**src/rtl/pc_fetch_ctrl.sv**
```systemverilog
// PC fetch controller: one-outstanding instruction fetch with a
// skid-free hold slot for decode and branch/jump redirect handling.
//
// Ports:
//   clk, resetn            clock, async active-low reset
//   redirect_valid/_pc     taken branch/jump target from decode
//   ireq_valid/_addr/_ready  fetch request handshake to memory
//   iresp_valid/_data      one-cycle response pulse from memory
//   out_valid/_pc/_instr/_ready  held instruction toward decode
module pc_fetch_ctrl #(
  parameter logic [63:0] PC_RESET = 64'h0000_0000_8000_0000
) (
  input  logic        clk,
  input  logic        resetn,
  input  logic        redirect_valid,
  input  logic [63:0] redirect_pc,
  output logic        ireq_valid,
  output logic [63:0] ireq_addr,
  input  logic        ireq_ready,
  input  logic        iresp_valid,
  input  logic [31:0] iresp_data,
  output logic        out_valid,
  output logic [63:0] out_pc,
  output logic [31:0] out_instr,
  input  logic        out_ready
);

  typedef enum logic [1:0] {
    S_REQ  = 2'd0,
    S_WAIT = 2'd1,
    S_HOLD = 2'd2
  } state_t;

  state_t      state;
  state_t      state_nxt;
  logic [63:0] pc;
  logic [63:0] pend_pc;
  logic        stale;
  logic        hs;
  logic        xfer;

  assign hs   = ireq_valid && ireq_ready;
  assign xfer = out_valid && out_ready;

  always_ff @(posedge clk or negedge resetn) begin
    if (!resetn) begin
      state <= S_REQ;
    end else begin
      state <= state_nxt;
    end
  end

  always_comb begin
    state_nxt = state;
    unique case (state)
      S_REQ: begin
        if (hs) begin
          state_nxt = S_WAIT;
        end
      end
      S_WAIT: begin
        // A redirect or an earlier redirect makes the
        // returning word useless: refetch instead.
        if (iresp_valid) begin
          if (redirect_valid || stale) begin
            state_nxt = S_REQ;
          end else begin
            state_nxt = S_HOLD;
          end
        end
      end
      S_HOLD: begin
        if (xfer || redirect_valid) begin
          state_nxt = S_REQ;
        end
      end
      default: state_nxt = S_REQ;
    endcase
  end

  always_comb begin
    ireq_valid = 1'b0;
    out_valid  = 1'b0;
    unique case (state)
      S_REQ:   ireq_valid = 1'b1;
      S_HOLD:  out_valid  = 1'b1;
      default: ;
    endcase
  end

  // pc only moves on a redirect or a state change, so the
  // request address is stable while the memory stalls.
  assign ireq_addr = pc;

  always_ff @(posedge clk or negedge resetn) begin
    if (!resetn) begin
      pc        <= PC_RESET;
      pend_pc   <= '0;
      stale     <= 1'b0;
      out_pc    <= '0;
      out_instr <= '0;
    end else begin
      unique case (state)
        S_REQ: begin
          if (redirect_valid) begin
            if (hs) begin
              // Request already left: let it return, then
              // throw the word away.
              stale   <= 1'b1;
              pend_pc <= redirect_pc;
            end else begin
              pc <= redirect_pc;
            end
          end
        end
        S_WAIT: begin
          if (iresp_valid) begin
            stale <= 1'b0;
            if (redirect_valid) begin
              pc <= redirect_pc;
            end else if (stale) begin
              pc <= pend_pc;
            end else begin
              out_pc    <= pc;
              out_instr <= iresp_data;
              pc        <= pc + 64'd4;
            end
          end else if (redirect_valid) begin
            stale   <= 1'b1;
            pend_pc <= redirect_pc;
          end
        end
        S_HOLD: begin
          if (redirect_valid) begin
            pc <= redirect_pc;
          end
        end
        default: ;
      endcase
    end
  end

endmodule

```
**config.mk**
```make
export PLATFORM = sky130hd
export DESIGN_NAME = pc_fetch_ctrl
export DESIGN_NICKNAME = d
export VERILOG_FILES = /design/src/rtl/pc_fetch_ctrl.sv
export SDC_FILE = /design/constraint.sdc
export NUM_CORES = 1
export LEC_CHECK = 0
export ABC_AREA = 1
export CORE_UTILIZATION = 30
export DETAILED_ROUTE_END_ITERATION = 12
export PLACE_DENSITY_LB_ADDON = 0.2
export SLEW_MARGIN = 20
export SYNTH_ARGS = -nofsm -noshare
export SYNTH_HDL_FRONTEND = slang
export SYNTH_SLANG_ARGS = --single-unit
```
**constraint.sdc**
```tcl
create_clock -name clk -period 2.12 [get_ports clk]
set_clock_uncertainty 0.2 [all_clocks]
set_input_delay 0.424 -clock clk [delete_from_list [all_inputs] [get_ports clk]]
set_output_delay 0.424 -clock clk [all_outputs]
set_load 0.02 [all_outputs]
```
==> metrics.cfg <==
[cells_and_area]
multi_input_area_um2 = 5470
fin_cells = 2438
nFillCells = 3924
seqCellArea_um2 = 5710
syn_to_final_growth_pct = 45.2
fin_area_um2 = 17200
drive_gt1_frac = 0.182
fin_nets = 2002

[detailed_routing]
drc = 0
avgViaCountPerCell = 4.83
routed_wl_um = 44800
dr.first_iter.drc_count = 846
ant_nets = 0
wl_per_cell_um = 18.4
drt-pass1-iter-count = 5
vias = 11787

[job]
max_cap_viol_count = 0

[timing]
maxSlewViolCount = 0
fin_crit_sh = 0.994
worst_pin_slew_ps = 523
setup_viol = 0
max_freq_mhz = 475
layout_min_cycle_time_ps = 2110
rsz0062_at_grt = yes
setup_ws_ps = 13.4
relSlewSlack = 0.651
setup_tns_ps = 0
hold_viol = 0

[hold_path]
hold_path_class = primary input to async pin

[yosys]
synth_edf_count = 0
synth.net_count = 1625
async_flop_share = 1.00
avgSynthCellArea_um2 = 7.79
synth_cell_types = 32
yosysWarnings = 0
synth-seq-cells = 227
synth_flop_cell = dfrtp_1
syn_area_um2 = 11900
yosysSeqAreaShare = 0.479
synth_cells = 1522

[clocking]
cts-buffers-inserted = 28
cts_tree = built
cts_htree_levels = 1
clock_latency_ps = 560
cts.sinks = 227
clockBufferDepth = 3
root_buffer = clkbuf_16
clkTransAtPathRegs_ps = 60

[pwr]
cellLeakagePower_nw = 8.28
combPwrFrac = 0.482
swShare = 0.436
power_density_nw_per_um2 = 1450
p_switching_w = 0.0109
ir_worst_vdd_uv = 656
p_clk_frac = 0.200
p_seq_frac = 0.318
internal_power_w = 0.0141
total_power_w = 0.0249

[worst_setup_path]
r2r_end = ireq_addr[54]$_DFFE_PN0P_
ff2ff_path_depth = 9
crit_type = flop to flop
worstPathArrival_ps = 2350
r2r-start = ireq_addr[6]$_DFFE_PN0P_
r2r_setup_slack_ps = 10
cp_max_fo = 5
startpoint = ireq_addr[6]$_DFFE_PN0P_
cp_data_required_time_ps = 2360
cp-end-kind = flop
setup.worst_path.start_class = flop

[run_status]
status = complete, no violations

[global_route]
grt_pass1_vias = 11663
grt_max_degree = 67
grt_pass1_wl_um = 69700
track_usage = 0.223
grt_overflow = 0
antenna_found_initial = 1

[die]
rows = 72
start_util = 0.306
io_pins = 264
die_y_um = 201
dieArea_um2 = 40300
coreArea_um2 = 38800
die_w_um = 201

[place]
post_dp_cell_area_um2 = 16100
hpwl_um = 34500
portBuffers = 263
pre_cts_slack_ps = -118
place_congestion = 0.952
dp_cells = 2377

## worst max-delay path by stage
| stage | end | slack [ps] | depth (start not counted) |
|---|---|---|---|
| finish | ireq_addr[54]$_DFFE_PN0P_ | 10 | 9 |
| global route | ireq_addr[52]$_DFFE_PN0P_ | -40 | 11 |
| CTS | ireq_addr[31] | -20 | 2 |
| detailed placement | ireq_addr[12]$_DFFE_PN0P_ | -120 | 10 |
| global placement | ireq_addr[27]$_DFFE_PN0P_ | -90 | 9 |
| floorplan | ireq_addr[60]$_DFFE_PN0P_ | 70 | 10 |
## area by class of cell
cell class                 instances  share of cell area
tap                              518              0.0376
clock inverter                     7             0.00872
inverter                         158              0.0346
clock buffer                      43              0.0469
antenna                            1            0.000145
sequential                       227               0.331
multi-input combinational       1067               0.318
timing repair buffer             417               0.223
## Yosys cell counts, types with 9 or more instances
master | instances | share of area
nand2_1 | 395 | 0.12
dfrtp_1 | 226 | 0.48
nor2_1 | 162 | 0.051
inv_1 | 152 | 0.048
a21oi_1 | 148 | 0.062
o21ai_0 | 128 | 0.054
nand3_1 | 71 | 0.030
o21ai_1 | 46 | 0.019
clkbuf_1 | 35 | 0.011
mux2_4 | 35 | 0.044
nand4_1 | 17 | 0.0090
xor2_1 | 17 | 0.013
buf_2 | 12 | 0.0051
nor2_2 | 12 | 0.0063
buf_4 | 9 | 0.0057
buf_6 | 9 | 0.0085
## stage by stage
step	util	hold slack [ps]
global route	0.444	199
floorplan	-	-71.6
global placement	0.414	180
CTS	0.437	174
detailed placement	0.414	179
finish	0.444	175
## layer usage
| layer | global-route usage | wire length, µm |
|---|---|---|
| met1 | 0.324 | 21500 |
| met2 | 0.350 | 20000 |
| met3 | 0.0244 | 2300 |
| met4 | 0.0586 | 977 |
| met5 | 0 | 0 |
## flip-flops by register name, indices dropped and copies added (netlist names)
signal     flops
ireq_addr     64
out_pc        64
pend_pc       64
out_instr     32
state          2
stale          1
## placed cells by master, fill, tap and decap left out, drive strengths merged, types with 4 or more instances in the layout
master         Yosys  layout
a21oi            148     148
nand4             17      17
clkinv             1       4
dlygate4sd2        0     135
a22oi              7       7
inv              157     157
o21ai            176     176
mux2              38      38
clkdlybuf4s50      0     100
dfrtp            226     226
xor2              17      17
clkbuf            35      49
nor3               4       4
nor2             178     178
clkdlybuf4s15      0      17
o211ai             7       7
nand2            398     398
buf               35     158
nand3             73      73
bufinv             0       4
## cell families (layout without fill, tap and decap cells)
family / Yosys count / after routing / share of synthesized area
other: 0 / 1 / 0
and+or+nand+nor: 670 / 670 / 0.230
buffers and inverters: 228 / 625 / 0.0819
adders and majority gates: 1 / 1 / 0.00105
xor gates and xnor gates: 17 / 17 / 0.0125
DFF: 227 / 227 / 0.479
muxes: 38 / 38 / 0.0471
AOI/OAI and AO/OA: 341 / 341 / 0.148
## power by group through the flow
stage | logic (W) | registers [W] | clock network [W]
3_3_place_gp | 0.0125 | 0.00796 | 0
6_report | 0.0120 | 0.00792 | 0.00499
4_1_cts | 0.0118 | 0.00789 | 0.00511
3_5_place_dp | 0.0126 | 0.00800 | 0
5_1_grt | 0.0130 | 0.00818 | 0.00527
2_1_floorplan | 0.00449 | 0.00944 | 0
## worst max-delay path, stage by stage, from the launching register on
cell and delay (ps):
dfrtp_1 420, nand2_1 140, nor2_4 200, nand2_1 130, nor2_1 170, nand2_1 120, o21ai_0 190, nand3_1 230
nand2_1 120, a21oi_1 60
## what timing repair did
item                                    CTS  global route
hold buffers                              1             0
endpoints found under the setup margin  168            54
pin swaps                                 0             9
gates resized for setup                 207            95
cloned                                    0             0
buffers inserted                          5             5
endpoints found under the hold margin   164             0
Power figures use the tool's default switching activity.
